### config.mk
export PLATFORM = sky130hd
export DESIGN_NAME = ex_sched
export DESIGN_NICKNAME = d
export VERILOG_FILES = /design/src/rtl/ex_sched.sv
export SDC_FILE = /design/constraint.sdc
export NUM_CORES = 1
export LEC_CHECK = 0
export BUFFER_PORTS_ARGS = -buffer_cell sky130_fd_sc_hd__buf_2
export CAP_MARGIN = 5
export CORE_ASPECT_RATIO = 1.2
export CORE_MARGIN = 8
export CORE_UTILIZATION = 51
export CTS_CLUSTER_DIAMETER = 150
export CTS_CLUSTER_SIZE = 24
export DETAILED_ROUTE_END_ITERATION = 16
export PLACE_DENSITY = 0.73
export RECOVER_POWER = 25
export SETUP_SLACK_MARGIN = 0.5
export SYNTH_ARGS = -nofsm -noshare
export SYNTH_HDL_FRONTEND = slang
export SYNTH_SLANG_ARGS = --single-unit
### constraint.sdc
create_clock -name clk -period 4.6 [get_ports clk]
set_input_delay 1.15 -clock clk [delete_from_list [all_inputs] [get_ports clk]]
set_output_delay 1.15 -clock clk [all_outputs]
set_load 0.05 [all_outputs]
### src/rtl/ex_sched.sv
// EX-stage scheduler: tracks in-flight multiplies, detects RAW/WAW and
// writeback-port hazards, and sequences the single writeback port.
module ex_sched #(
  parameter int MUL_DELAY = 4
) (
  input  logic       clk,
  input  logic       reset,
  input  logic       freeze,
  input  logic       issue_valid,
  input  logic       issue_is_mul,
  input  logic       issue_wen,
  input  logic [4:0] issue_rd,
  input  logic [4:0] issue_rs1,
  input  logic [4:0] issue_rs2,
  input  logic       issue_use_rs1,
  input  logic       issue_use_rs2,
  output logic       issue_stall,
  output logic       wb_valid,
  output logic       wb_is_mul,
  output logic [4:0] wb_rd,
  output logic [3:0] mul_inflight
);

  logic [MUL_DELAY:1] stg_vld;
  logic [MUL_DELAY:1] stg_wen;
  logic [4:0]         stg_rd [1:MUL_DELAY];

  logic [MUL_DELAY:1] nxt_vld;
  logic [MUL_DELAY:1] nxt_wen;
  logic               wen_eff;
  logic               raw_hit;
  logic               waw_hit;
  logic               port_busy;
  logic               accept;

  function automatic logic [3:0] count_ones(input logic [MUL_DELAY:1] v);
    logic [3:0] cnt;
    cnt = 4'd0;
    for (int i = 1; i <= MUL_DELAY; i++) begin
      cnt = cnt + {3'd0, v[i]};
    end
    return cnt;
  endfunction

  // Writes to x0 are discarded up front, so they never claim the port or a hazard.
  assign wen_eff   = issue_wen && (issue_rd != 5'd0);
  assign port_busy = stg_vld[MUL_DELAY-1] && stg_wen[MUL_DELAY-1];

  always_comb begin
    raw_hit = 1'b0;
    waw_hit = 1'b0;
    for (int i = 1; i <= MUL_DELAY; i++) begin
      if (stg_vld[i] && stg_wen[i]) begin
        if (issue_use_rs1 && (issue_rs1 != 5'd0) && (issue_rs1 == stg_rd[i])) raw_hit = 1'b1;
        if (issue_use_rs2 && (issue_rs2 != 5'd0) && (issue_rs2 == stg_rd[i])) raw_hit = 1'b1;
        if (wen_eff && (issue_rd == stg_rd[i]))                               waw_hit = 1'b1;
      end
    end
  end

  assign issue_stall = issue_valid &&
                       (raw_hit || waw_hit || (!issue_is_mul && wen_eff && port_busy));
  assign accept      = issue_valid && !issue_stall && !freeze;

  always_comb begin
    nxt_vld    = '0;
    nxt_wen    = '0;
    nxt_vld[1] = accept && issue_is_mul;
    nxt_wen[1] = wen_eff;
    for (int i = 2; i <= MUL_DELAY; i++) begin
      nxt_vld[i] = stg_vld[i-1];
      nxt_wen[i] = stg_wen[i-1];
    end
  end

  // Stage boundary: tracking pipeline control and writeback register
  always_ff @(posedge clk) begin
    if (reset) begin
      stg_vld      <= '0;
      stg_wen      <= '0;
      wb_valid     <= 1'b0;
      wb_is_mul    <= 1'b0;
      wb_rd        <= 5'd0;
      mul_inflight <= 4'd0;
    end else if (!freeze) begin
      stg_vld      <= nxt_vld;
      stg_wen      <= nxt_wen;
      mul_inflight <= count_ones(nxt_vld);
      if (port_busy) begin
        wb_valid  <= 1'b1;
        wb_is_mul <= 1'b1;
        wb_rd     <= stg_rd[MUL_DELAY-1];
      end else if (accept && !issue_is_mul && wen_eff) begin
        wb_valid  <= 1'b1;
        wb_is_mul <= 1'b0;
        wb_rd     <= issue_rd;
      end else begin
        wb_valid  <= 1'b0;
        wb_is_mul <= 1'b0;
        wb_rd     <= 5'd0;
      end
    end
  end

  // Stage boundary: destination indices travel beside the valid bits
  always_ff @(posedge clk) begin
    if (!freeze) begin
      stg_rd[1] <= issue_rd;
      for (int i = 2; i <= MUL_DELAY; i++) begin
        stg_rd[i] <= stg_rd[i-1];
      end
    end
  end

endmodule

### Yosys cells after proc, flatten, opt, wreduce, memory -nomap -nowiden

Memory sizes are Yosys's and may differ from the RTL's.
Index checks and enable logic that the tools add are counted.

* register bits: 19
* RAM bits: 20
* logic and storage cells: 83
* memories: 1

Memory list
* stg_rd: depth 4, width 5, read ports 4, clocked after memory_dff 0, wr ports 4, line 26 `logic [4:0] stg_rd [1:MUL_DELAY];`

* $add $sub $neg: 3
* equal/unequal tests: 12
* mux-type cells: 26
* reduce and logical (&&, ||, !) cells: 35

Operators by type and width (number)
* == test 5 bit: 12
* logical AND 1 bit: 27
* two-way mux 1 bit: 24
* nonzero test 5 bit: 3
* two-way mux 5 bit: 2
* adder 3 x 1 -> 4 bit: 1
* adder 2 x 1 -> 3 bit: 1
* logical NOT 1 bit: 3
* adder 1 x 1 -> 2 bit: 1
* logical OR 1 bit: 2

### Depth between registers and ports, before layout

Gate-level depths: netlist (run 1).

* word-level depth: 25
* depth in mapped cells: 13
* mapped depth without buffers: 12

### Worst setup path after synthesis (run 1)

OpenSTA, ideal clock, no wires.

* path type: input -> output
* from: input port issue_rd[0]
* to: output port issue_stall
* arrival time: 3.096 ns
* data required time: 3.450 ns
* setup slack: 0.354 ns
* cell stages on the path: 7
* buffers on the path: 1
* cell sequence: clkbuf_1 -> xnor2_1 -> nand4_1 -> or3_1 -> and4_1 -> o2111a_1 -> nor2_1

* word-level cells in the longest chain between the ends: 14

Ends and longest elaborated chain
* start, declared: line 12 `input logic [4:0] issue_rd,`
* nonzero test 5 bit: line 46 `assign wen_eff = issue_wen && (issue_rd != 5'd0);`
* logical AND 1 bit: line 46
* logical AND 1 bit: line 56 `if (wen_eff && (issue_rd == stg_rd[i])) waw_hit = 1'b1;`
* two-way mux 1 bit: line 56
* two-way mux 1 bit: line 53 `if (stg_vld[i] && stg_wen[i]) begin`
* two-way mux 1 bit: line 56
* two-way mux 1 bit: line 53
* two-way mux 1 bit: line 56
* two-way mux 1 bit: line 53
* two-way mux 1 bit: line 56
* two-way mux 1 bit: line 53
* logical OR 1 bit: line 62 `(raw_hit || waw_hit || (!issue_is_mul && wen_eff && port_busy));`
* logical OR 1 bit *: line 62
* logical AND 1 bit *: line 61 `assign issue_stall = issue_valid &&`
* end, declared: line 17 `output logic issue_stall,`

Every way passes the cells marked *; elsewhere a longest branch is shown, timed or not.

### Worst setup path in the final report (run 1)

* from: input port issue_rd[4]
* to: output port issue_stall

Same word-level chain as after synthesis.

==> flow_summary_export.csv, run 1 <==
group,metric,value,unit
place,dpl_cell_area,2480,um2
clock_tree,root_buffer,"clkbuf_8",
drt,drtIter0Drc,163,
logic_synthesis,synth_top_family_by_area,"XOR/XNOR gates",
setup_path,crit_start,"issue_rd[4]",
logic_synthesis,synthAdderAreaFrac,1.93,%
cells_and_area,fin_cells,307,
drt,vias,1694,
place,io_buffer_count,33,
logic_synthesis,ys.flop_type,"edfxtp_1",
grt,grt_pass1_wl,8810,um
clock_tree,h-tree-depth,2,
logic_synthesis,synth_edf_count,20,
setup_path,r2r-start,"stg_rd[0][13]",
drt,drt_first_pass_iters,4,
drt,wire_per_inst,17.5,um
place,place_ws,0.284,ns
cells_and_area,num_antenna_cells,0,
logic_synthesis,muxShareOfSynthArea,3.86,%
sta,setup_viol,0,
logic_synthesis,synth_top_area_share,25.7,%
power,power_leakage,0.977,nW
logic_synthesis,async_flop_share,0,%
logic_synthesis,avgSynthCellArea,10.4,um2
hold_path,holdPathStages,2,
setup_path,reg2reg_depth,12,
cells_and_area,finish.instance_area,2650,um2
die,die_w,77.8,um
logic_synthesis,synth_warnings,0,
grt,overflow,0,
logic_synthesis,ys_seq_elements,38,
sta,slew_headroom,66.4,%
sta,finalCriticalPeriod,4.16,ns
grt,grt_antenna_before_repair,0,
sta,clock_skew,0.00859,ns
cells_and_area,drive_above_1_share,23.3,%
grt,grt_usage,15.5,%
cells_and_area,post-route-util,58.9,%
grt,grt_pass1_vias,1736,
power,totalPowerFinal,0.809,mW
power,power_density,306,nW/um2
hold_path,hold_path_end,"wb_is_mul",
sta,worst_slack,0.441,ns
setup_path,worstPathRequired,3.45,ns
setup_path,arrival,3.01,ns
die,initial_core_util,52.0,%
clock_tree,cts_sinks,38,
place,gp_congestion,0.879,
logic_synthesis,yosys-top-cells-area,"edfxtp_1 (26%), dfxtp_1 (15%), xnor2_1 (14%)",
setup_path,end_kind,"output pin",
setup_path,r2r_setup_slack,1.57,ns
place,dp_hpwl,3960,um
drt,ant_nets,0,
sta,slew_violations,0,
logic_synthesis,synth.distinct_cells,40,
die,die_h,90.1,um
sta,timing.fmax,0.240,GHz
die,coreArea,4490,um2
hold_path,hp-start,"wb_is_mul",
logic_synthesis,synth-xor-area-share,22.5,%
logic_synthesis,yosys.area.top_type,"edfxtp_1",
setup_path,start_kind,"primary input",
logic_synthesis,synth_area,2330,um2
cells_and_area,syn_to_final_growth,13.3,%
hold_path,hold_path_class,"reg2reg",
sta,whs,0.488,ns
status,outcome,"finished clean",
drt,drc_errors,0,
sta,tightest_slew,0.499,ns
logic_synthesis,synth-simple-area-share,12.4,%
die,io_pins,35,
place,dp.cells,297,
job,drv_cap,0,
logic_synthesis,ys_top_cells_by_count,"xnor2_1 (38), xor2_1 (22), edfxtp_1 (20)",
setup_path,reg2reg_to,"mul_inflight[1]",
logic_synthesis,synth_compound_area_share,11.3,%
sta,hold_viol,0,
clock_tree,cts.clk_slew.worst_paths,0.07,ns
drt,vias_per_cell,5.52,
logic_synthesis,yosysMostFrequentCell,"xnor2_1",
power,vdd_drop_max,223,uV
die,die-area,7010,um2
logic_synthesis,postSynthNetCount,251,
clock_tree,clk_latency,0.29,ns
sta,final.setup.tns,0,ns
logic_synthesis,seq_area_frac_synth,41.2,%
die,rows,27,
sta,rsz0062_at_grt,"false",
drt,routed_wl,5380,um
clock_tree,cts-buffers-inserted,5,
setup_path,path_class,"in2out",
setup_path,crit_fanout,7,
sta,timing.final.crit_share,90.4,%
clock_tree,tritoncts,"done",
grt,grt_start_max_net_pins,27,
logic_synthesis,synthCells,225,
clock_tree,cts_max_path_buffers,2,
cells_and_area,final_nets,274,
==> registers in the layout, indices dropped and copies added, names as in the netlist <==
| signal | flops |
|---|---|
| wb_valid | 1 |
| stg_vld | 4 |
| stg_rd | 20 |
| wb_rd | 5 |
| stg_wen | 4 |
| mul_inflight | 3 |
| wb_is_mul | 1 |
==> worst max-delay path, cell delays in order <==
cell and delay [ns]:
clkbuf_1 0.36, xnor2_1 0.19, nand4_1 0.14, or3_1 0.37
and4_1 0.27, o2111a_1 0.26, nor2_2 0.10, buf_6 0.17
==> area by class of cell <==
cell class,instances,area [um2]
inverters,13,48.8
clock inverters,3,40.0
repair buffers,37,201
well taps,58,72.6
fillers,381,1850
clock buffers,5,68.8
multi-input cells,153,1250
flip-flops and latches,38,961
==> kinds of logic after synthesis <==
kind of cell             after synthesis
buffers and inverters                 34
adder cells (fa/ha/maj)                3
flip-flops                            38
XOR/XNOR                              60
multiplexers                           9
AND/OR/NAND/NOR                       50
other                                  1
AO/OA/AOI/OAI                         30
==> placed cells by master, fill, tap and decap left out, drive strengths merged, types with 2 or more instances in the layout <==
cell type / n
a211oi: 5
o21ai: 4
nor4: 6
nor2: 14
or3: 5
nor3: 2
or4: 3
ha: 2
buf: 35
clkbuf: 7
xor2: 22
clkinv: 3
nand4: 10
o31ai: 2
edfxtp: 20
inv: 12
nand3: 4
a21oi: 9
xnor2: 38
o2bb2ai: 5
dfxtp: 18
nand2: 2
and2: 2
mux2i: 9
==> power by group <==
part	internal [mW]	switching, mW	leakage (nW)
clock network	0.160	0.117	0.0579
registers	0.376	0.0239	0.342
logic	0.0567	0.0754	0.578
==> per-layer routing <==
| layer | GRT usage [%] | wire length (um) | vias to the layer above | part of all wire [%] |
|---|---|---|---|---|
| li1 | - | - | 824 | - |
| met1 | 19.6 | 2440 | 816 | 45 |
| met2 | 24.4 | 2570 | 45 | 48 |
| met3 | 3.69 | 234 | 9 | 4.4 |
| met4 | 6.78 | 129 | 0 | 2.4 |
| met5 | 0 | 0 | - | 0 |
==> worst max-delay path by stage <==
stage,end,slack (ns),cells past startpoint
finish,issue_stall,0.44,8
global route,issue_stall,0.36,8
global placement,mul_inflight[1],0.36,13
detailed placement,mul_inflight[1],0.28,13
CTS,issue_stall,0.50,8
floorplan,mul_inflight[1],0.52,13
==> timing repair <==
item | 4_1_cts | 5_1_grt
hold buffers | 0 | 0
gates resized for setup | 2 | 10
hold endpoints to repair | 0 | 0
endpoints found under the setup margin | 1 | 4
buffers inserted | 1 | 1
pin swaps | 1 | 9
(Power assumes the default switching activity.)
==> run 2: changes to the inputs <==
--- a/config.mk
+++ b/config.mk
@@ -15,7 +15,6 @@
 export DETAILED_ROUTE_END_ITERATION = 16
 export PLACE_DENSITY = 0.73
 export RECOVER_POWER = 25
-export SETUP_SLACK_MARGIN = 0.5
 export SYNTH_ARGS = -nofsm -noshare
 export SYNTH_HDL_FRONTEND = slang
 export SYNTH_SLANG_ARGS = --single-unit
==> flow_summary_export.csv, run 2 (synthesis gave the netlist of run 1 again) <==
group,metric,value,unit
status,outcome,"finished clean",
place,dp_hpwl,4090,um
drt,drt_first_pass_iters,4,
setup_path,crit_fanout,7,
grt,grt_pass1_wl,8980,um
sta,final.setup.tns,0,ns
drt,drtIter0Drc,131,
sta,clock_skew,0.00583,ns
place,dp.cells,297,
sta,slew_headroom,66.9,%
cells_and_area,final_cell_mix,"xnor2_1 (38), buf_2 (31), xor2_1 (22)",
setup_path,path_class,"in2out",
clock_tree,cts_sinks,38,
die,die_h,90.1,um
power,swShare,27.3,%
power,power_leakage,0.966,nW
drt,drc_errors,0,
sta,timing.final.crit_share,91.6,%
grt,grt_start_max_net_pins,27,
power,power_density,303,nW/um2
place,io_buffer_count,33,
grt,grt_usage,15.7,%
cells_and_area,layout_commonest_cell,"xnor2_1",
power,pwr-share-clk,32.4,%
setup_path,slowest_stage,"clkbuf_1",
setup_path,r2r_setup_slack,1.42,ns
sta,tightest_slew,0.491,ns
power,combPwrFrac,16.4,%
hold_path,holdPathStages,2,
cells_and_area,largest_register_ff_count,20,
die,rows,27,
sta,rsz0062_at_grt,"false",
hold_path,hold_path_class,"reg2reg",
place,gp_congestion,0.910,
cells_and_area,final_nets,272,
sta,setup_viol,0,
cells_and_area,syn_to_final_growth,10.6,%
cells_and_area,largest-register,"stg_rd",
job,drv_cap,0,
clock_tree,cts_max_path_buffers,2,
setup_path,worstPathRequired,3.45,ns
die,io_pins,35,
grt,grt_pass1_vias,1813,
setup_path,crit_family,"simple AND/OR/NAND/NOR gates",
drt,routed_wl,5450,um
sta,slew_violations,0,
power,power.share.sequential,51.2,%
setup_path,start_kind,"primary input",
setup_path,max_stage_delay,0.37,ns
power,switchingPower,0.214,mW
cells_and_area,multi_input_area,1220,um2
setup_path,end_kind,"output pin",
cells_and_area,fillerInstances,404,
drt,ant_nets,0,
cells_and_area,drive_above_1_share,20.6,%
setup_path,r2r-start,"stg_rd[0][13]",
cells_and_area,fin_cells,305,
clock_tree,clk_latency,0.29,ns
clock_tree,post_cts_buffers,0,
sta,hold_viol,0,
clock_tree,cts-resized-gates,0,
hold_path,hp-start,"wb_is_mul",
power,internal_power,0.569,mW
clock_tree,ctsHoldBuffers,0,
drt,vias,1712,
setup_path,path_cells,"clkbuf_1 -> xnor2_1 -> nand4_1 -> or3_1 -> and4_1 -> o2111a_1 -> nor2_1 -> buf_2",
sta,timing.fmax,0.237,GHz
clock_tree,cts.clk_slew.worst_paths,0.08,ns
setup_path,reg2reg_to,"mul_inflight[1]",
setup_path,cp_num_buf_inv,2,
clock_tree,root_buffer,"clkbuf_8",
drt,vias_per_cell,5.61,
cells_and_area,num_antenna_cells,0,
setup_path,arrival,3.07,ns
grt,overflow,0,
die,coreArea,4490,um2
sta,finalCriticalPeriod,4.22,ns
cells_and_area,ff_latch_area,961,um2
setup_path,reg2reg_depth,12,
clock_tree,tritoncts,"done",
drt,wire_per_inst,17.9,um
die,initial_core_util,52.0,%
die,die-area,7010,um2
cells_and_area,reg_top3,"stg_rd: 20 flops, wb_rd: 5 flops",
grt,grt_antenna_before_repair,0,
clock_tree,h-tree-depth,2,
clock_tree,cts-buffers-inserted,5,
hold_path,hold_path_end,"wb_is_mul",
power,vdd_drop_max,166,uV
sta,whs,0.493,ns
die,die_w,77.8,um
[run 2: cell count changes in the layout (fill, tap and decap cells not counted), sizes merged]
cell | previous run | this run
buf | 35 | 33
bufinv | 1 | 0
clkbuf | 7 | 8
[run 2: how the worst max path moves through the flow]
stage,cells past startpoint,start,to
2_1_floorplan,7,issue_rd[0],issue_stall
3_3_place_gp,13,issue_rs1[1],mul_inflight[1]
3_5_place_dp,13,issue_rs1[1],mul_inflight[1]
4_1_cts,8,issue_rs2[1],issue_stall
5_1_grt,13,issue_rs1[1],mul_inflight[1]
6_report,8,issue_rd[2],issue_stall
[run 2: metal layers]
layer | part of all wire, % | global-route usage (%) | vias to the layer above
li1 | - | - | 818
met2 | 49 | 26.0 | 41
met4 | 1.8 | 6.62 | 0
met3 | 4.2 | 3.49 | 9
met1 | 45 | 19.0 | 844
met5 | 0 | 0 | -
[run 2: per-stage QoR]
step / instance area, um2 / power [mW] / setup WS [ns] / utilization, %
after global routing: 2580 / 0.814 / 0.310 / 57.4
after global placement: 2480 / 0.532 / 0.323 / 55.2
final: 2580 / 0.782 / 0.384 / 57.4
after CTS: 2580 / 0.787 / 0.425 / 57.5
after floorplan: 2330 / 0.504 / 0.354 / -
after detailed placement: 2480 / 0.536 / 0.213 / 55.2
[run 2: power groups by stage]
stage          Combinational, mW  Sequential (mW)  Clock, mW
2_1_floorplan             0.0943            0.410          0
5_1_grt                    0.140            0.402      0.272
6_report                   0.128            0.400      0.254
3_5_place_dp               0.128            0.408          0
4_1_cts                    0.129            0.400      0.258
3_3_place_gp               0.125            0.408          0
[run 2: area by class of cell]
class | count | share of cell area (%)
multi-input combinational | 153 | 47.2
sequential | 38 | 37.2
timing repair buffer | 35 | 6.88
clock buffer | 6 | 3.64
tap | 58 | 2.81
inverter | 13 | 1.89
clock inverter | 2 | 0.388
[run 2: worst min-delay path, stage by stage (launching register included)]
cell     delay [ns]
dfxtp_1        0.33
a21oi_1        0.06
nor2_1         0.07
